## config.mk

```make
export PLATFORM = sky130hd
export DESIGN_NAME = rx_irq_ctrl
export DESIGN_NICKNAME = d
export VERILOG_FILES = /design/src/rtl/rx78_pkg.sv /design/src/rtl/rx_irq_divider.sv /design/src/rtl/rx_irq_ctrl.sv
export SDC_FILE = /design/constraint.sdc
export NUM_CORES = 1
export LEC_CHECK = 0
export ABC_CLOCK_PERIOD_IN_PS = 2360
export CAP_MARGIN = 20
export CORE_MARGIN = 3
export CORE_UTILIZATION = 45
export CTS_CLUSTER_DIAMETER = 120
export DETAILED_ROUTE_END_ITERATION = 7
export GPL_TIMING_DRIVEN = 0
export PLACE_DENSITY_LB_ADDON = 0.3
export SYNTH_ARGS = -nofsm -noshare
export SYNTH_HDL_FRONTEND = slang
export SYNTH_HIERARCHICAL = 1
export SYNTH_SLANG_ARGS = --single-unit
```

## constraint.sdc

```tcl
create_clock -name clk_i -period 2.36 [get_ports clk_i]
set_input_delay 0.354 -clock clk_i [delete_from_list [all_inputs] [get_ports clk_i]]
set_output_delay 0.354 -clock clk_i [all_outputs]
set_load 0.02 [all_outputs]
```

## src/rtl/rx78_pkg.sv

```systemverilog
// rx78_pkg: shared interrupt bit indices, register offsets and divider rate table
package rx78_pkg;
    localparam int IRQ_VB = 0;
    localparam int IRQ_KB = 1;
    localparam logic [7:0] REG_RATE   = 8'd0;
    localparam logic [7:0] REG_CTRL   = 8'd1;
    localparam logic [7:0] REG_STATUS = 8'd2;
    localparam logic [23:0] DEF_RATE_TABLE = {6'd63, 6'd7, 6'd3, 6'd0};
endpackage

```

## src/rtl/rx_irq_divider.sv

```systemverilog
// rx_irq_divider: rising-edge detector plus modulo counter, pulsing tick_o once every limit_i+1 edges
module rx_irq_divider #(
    parameter int W = 6
) (
    input  logic         clk_i,
    input  logic         reset_i,
    input  logic         cen_i,
    input  logic         en_i,
    input  logic         restart_i,
    input  logic         vb_i,
    input  logic [W-1:0] limit_i,
    output logic         tick_o
);
    logic         vb_q;
    logic [W-1:0] cnt_q, cnt_d;
    logic         rise, hit;

    always_comb begin
        rise   = vb_i & ~vb_q;
        hit    = cnt_q == limit_i;
        tick_o = cen_i & en_i & rise & hit & ~restart_i;
        cnt_d  = restart_i ? '0 : (en_i & rise) ? (hit ? '0 : cnt_q + 1'b1) : cnt_q;
    end

    always_ff @(posedge clk_i) begin
        if (reset_i) begin
            vb_q  <= 1'b0;
            cnt_q <= '0;
        end else if (cen_i) begin
            vb_q  <= vb_i;
            cnt_q <= cnt_d;
        end
    end
endmodule

```

## src/rtl/rx_irq_ctrl.sv

```systemverilog
// rx_irq_ctrl: RX-78 vblank/keyboard interrupt controller with I/O-mapped rate, ctrl and W1C status
module rx_irq_ctrl
    import rx78_pkg::*;
#(
    parameter int KB_W   = 8,
    parameter int DIV_W  = 6,
    parameter int RATE_W = 2,
    parameter logic [DIV_W*(2**RATE_W)-1:0] RATE_TABLE = DEF_RATE_TABLE,
    parameter logic [7:0] IO_BASE = 8'hF3
) (
    input  logic            clk_i,
    input  logic            reset_i,
    input  logic            cen_i,
    input  logic            io_wr_i,
    input  logic            io_rd_i,
    input  logic [7:0]      io_addr_i,
    input  logic [7:0]      io_din_i,
    output logic [7:0]      io_dout_o,
    input  logic            vb_i,
    input  logic [KB_W-1:0] kb_rows_i,
    input  logic            kb_mode_i,
    input  logic            int_ack_i,
    output logic            int_n_o,
    output logic [1:0]      pending_o
);
    localparam logic [7:0] A_RATE = IO_BASE + REG_RATE;
    localparam logic [7:0] A_CTRL = IO_BASE + REG_CTRL;
    localparam logic [7:0] A_STAT = IO_BASE + REG_STATUS;

    logic [RATE_W-1:0] rate_q;
    logic [1:0]        ctrl_q, pending_q, pending_d, set, clr;
    logic [KB_W-1:0]   kb_q;
    logic [7:0]        io_dout_q, rd_d;
    logic              int_n_q, wr_rate, wr_ctrl, wr_stat, kb_set, tick;
    logic [DIV_W-1:0]  limit;
    logic              unused_din;

    assign unused_din = ^io_din_i;

    rx_irq_divider #(.W(DIV_W)) u_div (
        .clk_i     (clk_i),
        .reset_i   (reset_i),
        .cen_i     (cen_i),
        .en_i      (~kb_mode_i & ctrl_q[IRQ_VB]),
        .restart_i (wr_rate),
        .vb_i      (vb_i),
        .limit_i   (limit),
        .tick_o    (tick)
    );

    always_comb begin
        wr_rate   = io_wr_i & (io_addr_i == A_RATE);
        wr_ctrl   = io_wr_i & (io_addr_i == A_CTRL);
        wr_stat   = io_wr_i & (io_addr_i == A_STAT);
        limit     = RATE_TABLE[rate_q*DIV_W +: DIV_W];
        kb_set    = kb_mode_i & ctrl_q[IRQ_KB] & (|kb_rows_i) & (kb_rows_i != kb_q);
        set       = {kb_set, tick};
        clr       = {2{int_ack_i}} | (wr_stat ? io_din_i[1:0] : 2'b00);
        // set is OR-ed in after the clear so a same-cycle event always survives
        pending_d = (pending_q & ~clr) | set;
        rd_d      = (io_addr_i == A_RATE) ? 8'(rate_q) :
                    (io_addr_i == A_CTRL) ? {6'b0, ctrl_q} :
                    (io_addr_i == A_STAT) ? {6'b0, pending_q} : 8'hFF;
    end

    always_ff @(posedge clk_i) begin
        if (reset_i) begin
            rate_q    <= '0;
            ctrl_q    <= 2'b11;
            pending_q <= 2'b00;
            kb_q      <= '0;
            io_dout_q <= 8'hFF;
            int_n_q   <= 1'b1;
        end else if (cen_i) begin
            if (wr_rate) rate_q <= io_din_i[RATE_W-1:0];
            if (wr_ctrl) ctrl_q <= io_din_i[1:0];
            if (io_rd_i) io_dout_q <= rd_d;
            pending_q <= pending_d;
            kb_q      <= kb_rows_i;
            int_n_q   <= ~|(pending_q & ctrl_q);
        end
    end

    assign io_dout_o = io_dout_q;
    assign int_n_o   = int_n_q;
    assign pending_o = pending_q;
endmodule

```

==> flow_metrics.env, run 1 <==
export IMPL_fill_cells=287
export IMPL_setup_viol=0
export IMPL_yosys_register_bits=25
export IMPL_syn_cell_area_sq_mm=0.00147
export IMPL_cts_buffers=3
export IMPL_synthFlopType="dfxtp_1"
export IMPL_layout_common_cells="clkdlybuf4s50_1, dfxtp_1, nor2_1"
export IMPL_insertion_delay_ps=310
export IMPL_r2r_end="u_div/cnt_q[3]"
export IMPL_finalWirelength_um=3390
export IMPL_yosys_warnings=6
export IMPL_fin_cells=249
export IMPL_final_layout_size_suffix_gt1_frac=0.102
export IMPL_nNetsFinal=239
export IMPL_via_count=1315
export IMPL_reg2regPathDepth=5
export IMPL_finalCritPeriodShare=0.908
export IMPL_htree_num_levels=1
export IMPL_grt_overflow_total=0
export IMPL_fin_ws_ps=217
export IMPL_worstPathArrival_ps=2350
export IMPL_grt_pass1_vias=1293
export IMPL_vdd_ir_drop_worst_v=0.000383
export IMPL_vias_per_cell=5.28
export IMPL_firstDrtPassIters=4
export IMPL_hold_start="io_addr_i[0]"
export IMPL_grt_util_all_layers=0.175
export IMPL_core_area_sq_mm=0.00308
export IMPL_total_power_mw=0.815
export IMPL_skew_ps=7.06
export IMPL_drc_errors=0
export IMPL_diodes=0
export IMPL_antenna_found_initial=0
export IMPL_synth_area_per_cell_sq_um=8.77
export IMPL_maxSlewHeadroom=0.692
export IMPL_max_cap_viol_count=0
export IMPL_synth_edff_count=0
export IMPL_holdPathEnd="pending_o[1]"
export IMPL_tritoncts="built"
export IMPL_grt_first_pass_wirelength_um=5710
export IMPL_async_flop_share=0
export IMPL_cts_path_max_buffers=2
export IMPL_first_iter_violations=38
export IMPL_fin_crit_ps=2140
export IMPL_die_y_um=63.1
export IMPL_tightest_slew_ps=458
export IMPL_dpl_hpwl_um=2670
export IMPL_fmax_ghz=0.467
export IMPL_holdPathStages=4
export IMPL_clk_pin_slew_ps=130
export IMPL_worstHoldPathType="input pin to flop"
export IMPL_syn_inst=167
export IMPL_die_area_sq_mm=0.00398
export IMPL_layout_commonest_cell="clkdlybuf4s50_1"
export IMPL_p_leak_nw=0.698
export IMPL_rows=20
export IMPL_hold_viol_final=0
export IMPL_dp_cells=245
export IMPL_required_ps=2570
export IMPL_die_x_um=63.1
export IMPL_r2r_setup_slack_ps=670
export IMPL_rsz0062_at_grt="false"
export IMPL_io_pins=43
export IMPL_ys_seq_area_frac=0.342
export IMPL_status="finished, final reports clean"
export IMPL_cts_sinks=25
export IMPL_fin_util=0.618
export IMPL_placed_cell_area_sq_mm=0.00186
export IMPL_start_kind="input pin"
export IMPL_dp_slack_ps=-661
export IMPL_pwr_density_cell_mw_per_mm2=428
export IMPL_end_kind="flop"
export IMPL_cts_root_buf="clkbuf_4"
export IMPL_synth_cell_type_count=44
export IMPL_drtAntennaViolNets=0
export IMPL_slew_viol_final=0
export IMPL_initial_core_util=0.476
export IMPL_critPathKind="input pin to flop"
export IMPL_holdWs_ps=429
export IMPL_grt_max_degree=14
export IMPL_postLayoutCellArea_sq_mm=0.00190
export IMPL_syn_to_final_growth_pct=29.8
export IMPL_rr_startpoint="rate_q[1]"
export IMPL_syn_nets=200
export IMPL_wl_per_cell_um=13.6
export IMPL_cts_setup_buffers=0
export IMPL_tns_ps=0
export IMPL_io_buffers=34
export IMPL_gp_congestion=0.886
export IMPL_cp_max_fo=7
[per-layer routing]
metal / GRT usage / wire length, um
met2: 0.325 / 1800
met1: 0.200 / 1440
met3: 0.0410 / 131
met5: 0 / 0
met4: 0.0413 / 19
[how the worst max path moves through the flow]
stage | start | endpoint | slack, ps
after floorplan | io_addr_i[0] | u_div/cnt_q[0] | 290
after global placement | io_addr_i[2] | u_div/cnt_q[0] | -520
after detailed placement | io_addr_i[2] | u_div/cnt_q[3] | -660
after CTS | io_addr_i[2] | u_div/cnt_q[3] | 50
after global routing | io_addr_i[2] | u_div/cnt_q[3] | 50
final | io_addr_i[2] | u_div/cnt_q[3] | 220
[synth_stat cells (all sizes together) (3+ instances only)]
cell | n | area (sq um)
o31ai | 3 | 27.5
inv | 4 | 15.0
buf | 9 | 60.1
a221oi | 3 | 26.3
a21oi | 5 | 25.0
dfxtp | 25 | 500
mux2i | 13 | 130
nor3 | 3 | 20.0
nand2 | 9 | 33.8
nand4 | 5 | 46.3
xnor2 | 14 | 123
nor2 | 22 | 82.6
nor4 | 4 | 25.0
o21ai | 10 | 53.8
nand2b | 6 | 40.0
xor2 | 4 | 35.0
[kinds of logic after synthesis]
group,count (synthesis),share of synthesized area
xor+xnor,18,0.108
fa+ha+maj,1,0.00854
flops,25,0.342
mux,13,0.0888
compound gates,31,0.147
buf+inv,15,0.0564
simple gates,64,0.250
[area by class of cell]
| type | count | area (sq um) | area share |
|---|---|---|---|
| tap | 44 | 55.1 | 0.0289 |
| clock buffer | 4 | 26.3 | 0.0138 |
| inverter | 4 | 15.0 | 0.00789 |
| multi-input combinational | 127 | 897 | 0.472 |
| buffer | 11 | 67.6 | 0.0355 |
| sequential | 25 | 500 | 0.263 |
| timing repair buffer | 34 | 340 | 0.179 |
[report_power, final]
group | internal [mW] | switching, mW | total, mW
Clock | 0.0660 | 0.121 | 0.187
Sequential | 0.436 | 0.0115 | 0.448
Combinational | 0.0961 | 0.0842 | 0.180
Total | 0.598 | 0.217 | 0.815
[flip-flops by register name, indices dropped and copies added, names as in the netlist]
name and count:
int_n_o 1, io_dout_o 3, rate_q 2, pending_o 2, ctrl_q 2, u_div/vb_q 1, kb_q 8, u_div/cnt_q 6
[worst max-delay path: stages]
cell             delay (ps)
clkdlybuf4s50_1         470
nand3b_1                320
nor4_4                  480
o21ai_1                 220
o31ai_2                 400
nor2_1                   90
[timing repair]
item,4_1_cts,5_1_grt
hold buffers,0,0
gates resized for setup,1,1
endpoints found under the setup margin,5,5
Note: power is estimated with default switching activity, not from simulation.
==> run 2, diff against run 1 <==
--- a/config.mk
+++ b/config.mk
@@ -5,10 +5,10 @@
 export SDC_FILE = /design/constraint.sdc
 export NUM_CORES = 1
 export LEC_CHECK = 0
-export ABC_CLOCK_PERIOD_IN_PS = 2360
+export ABC_CLOCK_PERIOD_IN_PS = 1900
 export CAP_MARGIN = 20
 export CORE_MARGIN = 3
-export CORE_UTILIZATION = 45
+export CORE_UTILIZATION = 42
 export CTS_CLUSTER_DIAMETER = 120
 export DETAILED_ROUTE_END_ITERATION = 7
 export GPL_TIMING_DRIVEN = 0
==> constraint.sdc (replaced) <==
create_clock -name clk_i -period 1.9 [get_ports clk_i]
set_input_delay 0.285 -clock clk_i [delete_from_list [all_inputs] [get_ports clk_i]]
set_output_delay 0.285 -clock clk_i [all_outputs]
set_load 0.02 [all_outputs]
==> flow_metrics.env, run 2 (synthesized netlist as in run 1, its figures left out) <==
export IMPL_status="finished, final reports clean"
export IMPL_drc_errors=0
export IMPL_m1WireLength_um=1460
export IMPL_wl_met3_um=135
export IMPL_clk_pin_slew_ps=150
export IMPL_grt_max_degree=16
export IMPL_grt_pass1_vias=1370
export IMPL_p_leak_nw=0.712
export IMPL_critical_path_max_stage_delay_ps=490
export IMPL_worstPathArrival_ps=2130
export IMPL_htree_num_levels=1
export IMPL_fin_crit_ps=1860
export IMPL_grt_overflow_total=0
export IMPL_io_pins=43
export IMPL_top_layer="met4"
export IMPL_start_kind="input pin"
export IMPL_grt_first_pass_wirelength_um=5850
export IMPL_dpl_hpwl_um=2730
export IMPL_vias_per_cell=5.39
export IMPL_insertion_delay_ps=320
export IMPL_placed_cell_area_sq_mm=0.00187
export IMPL_final_layout_size_suffix_gt1_frac=0.120
export IMPL_diodes=0
export IMPL_layout_commonest_cell="clkdlybuf4s50_1"
export IMPL_cts_sinks=25
export IMPL_die_y_um=65.1
export IMPL_core_area_sq_mm=0.00318
export IMPL_grt_util_all_layers=0.172
export IMPL_r2r_end="u_div/cnt_q[3]"
export IMPL_wl_met2_um=1850
export IMPL_rsz0062_at_grt="false"
export IMPL_cts_path_max_buffers=2
export IMPL_setup_viol=0
export IMPL_postCtsHoldBufs=0
export IMPL_drtAntennaViolNets=0
export IMPL_rr_startpoint="rate_q[1]"
export IMPL_rows=20
export IMPL_cts_buffers=3
export IMPL_crit_path_cell_trace="clkdlybuf4s50_1, nand3b_1, nor4_4, buf_4, o21ai_2, or3_1, a21oi_1"
export IMPL_dp_cells=245
export IMPL_cp_top_family="simple AND/OR/NAND/NOR gates"
export IMPL_path_buf_inv=2
export IMPL_max_cap_viol_count=0
export IMPL_cp_max_fo=5
export IMPL_tritoncts="built"
export IMPL_holdPathEnd="ctrl_q[1]"
export IMPL_fin_cells=252
export IMPL_worstHoldPathType="input pin to flop"
export IMPL_largest_reg_flops=8
export IMPL_tightest_slew_ps=448
export IMPL_fmax_ghz=0.537
export IMPL_pwr_density_cell_mw_per_mm2=533
export IMPL_wl_per_cell_um=13.7
export IMPL_finalCritPeriodShare=0.980
export IMPL_regMostFlops="kb_q"
export IMPL_antenna_found_initial=0
export IMPL_hold_viol_final=0
export IMPL_fin_util=0.607
export IMPL_via_count=1359
export IMPL_finalWirelength_um=3460
export IMPL_dp_slack_ps=-615
export IMPL_gp_congestion=0.803
export IMPL_critPathKind="input pin to flop"
export IMPL_r2r_setup_slack_ps=230
export IMPL_total_power_mw=1.03
export IMPL_die_x_um=65.1
export IMPL_fin_ws_ps=38.6
export IMPL_maxSlewHeadroom=0.701
export IMPL_layout_common_cells="clkdlybuf4s50_1, dfxtp_1, nor2_1"
export IMPL_cts_root_buf="clkbuf_4"
export IMPL_initial_core_util=0.461
export IMPL_end_kind="flop"
export IMPL_die_area_sq_mm=0.00423
export IMPL_postLayoutCellArea_sq_mm=0.00193
export IMPL_required_ps=2170
export IMPL_io_buffers=34
export IMPL_syn_to_final_growth_pct=31.6
export IMPL_nNetsFinal=242
export IMPL_firstDrtPassIters=4
export IMPL_reg2regPathDepth=5
export IMPL_skew_ps=11.7
export IMPL_vdd_ir_drop_worst_v=0.000347
export IMPL_slew_viol_final=0
export IMPL_slowest_stage="clkdlybuf4s50_1"
export IMPL_hold_start="io_addr_i[0]"
export IMPL_holdPathStages=3
export IMPL_first_iter_violations=56
run 2: changes by cell type in the layout (fill, tap and decap cells not counted):
cell,before,now
clkbuf_1,3,2
clkinvlp_4,0,1
buf_4,6,9
run 2: what timing repair did:
item | in CTS | in global routing
gates resized for setup | 1 | 0
pin swaps | 1 | 0
setup buffers | 2 | 1
setup endpoints to repair | 5 | 5
run 2: report_power, final:
group	switching, mW	total (mW)	leakage (nW)	internal [mW]
Sequential	0.0145	0.556	0.204	0.542
Clock	0.164	0.245	0.0139	0.0803
Combinational	0.106	0.227	0.494	0.120
run 2: area by class of cell:
type                       count  area (sq um)
buffer                        11          67.6
clock buffer                   3          22.5
clock inverter                 1          7.51
fill                         300          1250
inverter                       4          15.0
multi-input combinational    127           897
sequential                    25           500
tap                           44          55.1
timing repair buffer          37           363
run 2: per-layer routing:
| metal | up-vias | track usage |
|---|---|---|
| li1 | 676 | - |
| met1 | 654 | 0.199 |
| met2 | 27 | 0.324 |
| met3 | 2 | 0.0260 |
| met4 | 0 | 0.0492 |
| met5 | - | 0 |
run 2: worst register-to-register path, cell delays in order (launching register included):
cell     delay (ps)
dfxtp_1         370
or2_2           330
xnor2_1         140
nand4_1         180
o31ai_2         440
nor2_1           90
run 2: per-stage QoR:
step | TNS (ps) | hold WS [ps]
after detailed placement | -3620 | 455
after global routing | 0 | 353
after CTS | 0 | 335
after floorplan | 0 | 354
after global placement | -3410 | 452
final | 0 | 356
run 2: worst max path at each step:
stage | startpoint | endpoint | depth (start not counted)
finish | io_addr_i[2] | u_div/cnt_q[5] | 7
global route | io_dout_o[6] | io_dout_o[3] | 2
CTS | io_addr_i[2] | u_div/cnt_q[5] | 7
detailed placement | io_addr_i[2] | u_div/cnt_q[3] | 6
global placement | io_addr_i[2] | u_div/cnt_q[0] | 6
floorplan | io_addr_i[0] | u_div/cnt_q[0] | 6
==> run 3, diff against run 2 <==
--- a/config.mk
+++ b/config.mk
@@ -5,10 +5,10 @@
 export SDC_FILE = /design/constraint.sdc
 export NUM_CORES = 1
 export LEC_CHECK = 0
-export ABC_CLOCK_PERIOD_IN_PS = 1900
+export ABC_CLOCK_PERIOD_IN_PS = 2230
 export CAP_MARGIN = 20
 export CORE_MARGIN = 3
-export CORE_UTILIZATION = 42
+export CORE_UTILIZATION = 45
 export CTS_CLUSTER_DIAMETER = 120
 export DETAILED_ROUTE_END_ITERATION = 7
 export GPL_TIMING_DRIVEN = 0
==> constraint.sdc (replaced) <==
create_clock -name clk_i -period 2.23 [get_ports clk_i]
set_input_delay 0.3345 -clock clk_i [delete_from_list [all_inputs] [get_ports clk_i]]
set_output_delay 0.3345 -clock clk_i [all_outputs]
set_load 0.02 [all_outputs]
==> flow_metrics.env, run 3 (synthesized netlist as in run 1, its figures left out) <==
export IMPL_status="finished, final reports clean"
export IMPL_required_ps=2490
export IMPL_fmax_ghz=0.492
export IMPL_placed_cell_area_sq_mm=0.00186
export IMPL_io_buffers=34
export IMPL_diodes=0
export IMPL_critPathKind="input pin to flop"
export IMPL_via_count=1309
export IMPL_grt_util_all_layers=0.176
export IMPL_syn_to_final_growth_pct=30.3
export IMPL_clk_pin_slew_ps=130
export IMPL_grt_pass1_vias=1301
export IMPL_die_x_um=63.1
export IMPL_finalCritPeriodShare=0.911
export IMPL_core_area_sq_mm=0.00308
export IMPL_worstPathArrival_ps=2290
export IMPL_hold_viol_final=0
export IMPL_final_layout_size_suffix_gt1_frac=0.107
export IMPL_dp_slack_ps=-772
export IMPL_htree_num_levels=1
export IMPL_postCtsHoldBufs=0
export IMPL_grt_first_pass_wirelength_um=5740
export IMPL_largest_reg_flops=8
export IMPL_cts_root_buf="clkbuf_4"
export IMPL_wl_per_cell_um=13.6
export IMPL_start_kind="input pin"
export IMPL_cts_path_max_buffers=2
export IMPL_tightest_slew_ps=433
export IMPL_fill_cells=287
export IMPL_regMostFlops="kb_q"
export IMPL_grt_max_degree=14
export IMPL_vias_per_cell=5.24
export IMPL_grt_overflow_total=0
export IMPL_pwr_density_cell_mw_per_mm2=452
export IMPL_skew_ps=6.61
export IMPL_gp_congestion=0.886
export IMPL_slew_viol_final=0
export IMPL_nNetsFinal=240
export IMPL_tritoncts="built"
export IMPL_first_iter_violations=47
export IMPL_end_kind="flop"
export IMPL_insertion_delay_ps=310
export IMPL_fin_util=0.620
export IMPL_rsz0062_at_grt="false"
export IMPL_initial_core_util=0.476
export IMPL_fin_ws_ps=198
export IMPL_postLayoutCellArea_sq_mm=0.00191
export IMPL_tns_ps=0
export IMPL_rows=20
export IMPL_die_y_um=63.1
export IMPL_cp_max_fo=5
export IMPL_p_int_mw=0.633
export IMPL_die_area_sq_mm=0.00398
export IMPL_p_sw_mw=0.229
export IMPL_seqCellArea_sq_um=500
export IMPL_finalWirelength_um=3400
export IMPL_io_pins=43
export IMPL_vdd_ir_drop_worst_v=0.000406
export IMPL_p_seq_frac=0.550
export IMPL_total_power_mw=0.862
export IMPL_antenna_found_initial=0
export IMPL_setup_viol=0
export IMPL_dpl_hpwl_um=2670
export IMPL_p_comb_frac=0.221
export IMPL_pwr_share_clk=0.229
export IMPL_worstHoldPathType="input pin to flop"
export IMPL_max_cap_viol_count=0
export IMPL_p_leak_nw=0.704
export IMPL_cts_buffers=3
export IMPL_maxSlewHeadroom=0.712
export IMPL_layout_common_cells="clkdlybuf4s50_1, dfxtp_1, nor2_1"
export IMPL_drtAntennaViolNets=0
export IMPL_netSwitchingFraction=0.266
export IMPL_drc_errors=0
export IMPL_firstDrtPassIters=4
export IMPL_cts_sinks=25
export IMPL_multi_input_area_sq_um=897
export IMPL_fin_crit_ps=2030
export IMPL_layout_commonest_cell="clkdlybuf4s50_1"
-- run 3: changes by cell type in the layout (fill, tap and decap cells not counted) --
| cell | delta |
|---|---|
| clkinvlp_4 | -1 |
| buf_4 | -2 |
| clkbuf_1 | +1 |
-- run 3: cell type report --
| type | count | area share |
|---|---|---|
| Timing Repair Buffer | 35 | 0.182 |
| Tap cell | 44 | 0.0288 |
| Sequential cell | 25 | 0.262 |
| Multi-Input combinational cell | 127 | 0.470 |
| Inverter | 4 | 0.00786 |
| Clock buffer | 4 | 0.0138 |
| Buffer | 11 | 0.0354 |
-- run 3: worst paths after layout --
path	from	end	slack, ps	depth (start not counted)
max	io_addr_i[2]	u_div/cnt_q[5]	200	7
min	io_addr_i[0]	pending_o[1]	410	4
max reg2reg	rate_q[1]	u_div/cnt_q[3]	540	5
min reg2reg	int_n_o	int_n_o	510	1
-- run 3: per-layer routing --
metal,GRT usage,wire length [um],vias up
li1,-,-,671
met1,0.200,1460,620
met2,0.329,1800,16
met3,0.0410,108,2
met4,0.0413,19,0
met5,0,0,-
-- run 3: per-stage QoR --
stage,std cells,hold WS [ps]
final,250,408
after CTS,249,396
after floorplan,167,404
after detailed placement,245,485
after global placement,245,453
after global routing,250,406
-- run 3: critical path, cell delays in order --
cell and delay [ps]:
clkdlybuf4s50_1 470, nand3b_1 320, nor4_4 390, buf_4 200, o21ai_2 80, or3_1 340
a21oi_1 140
-- run 3: power groups by stage --
stage / logic (mW) / registers (mW) / clock network [mW]
3_5_place_dp: 0.189 / 0.484 / 0
2_1_floorplan: 0.0948 / 0.486 / 0
4_1_cts: 0.191 / 0.474 / 0.207
6_report: 0.191 / 0.474 / 0.198
3_3_place_gp: 0.184 / 0.482 / 0
5_1_grt: 0.205 / 0.477 / 0.228
-- run 3: what timing repair did --
action	in CTS	in global routing
gates cloned	0	0
endpoints found under the setup margin	6	5
buffers inserted	0	1
resized for setup	2	0
pin swaps	0	1
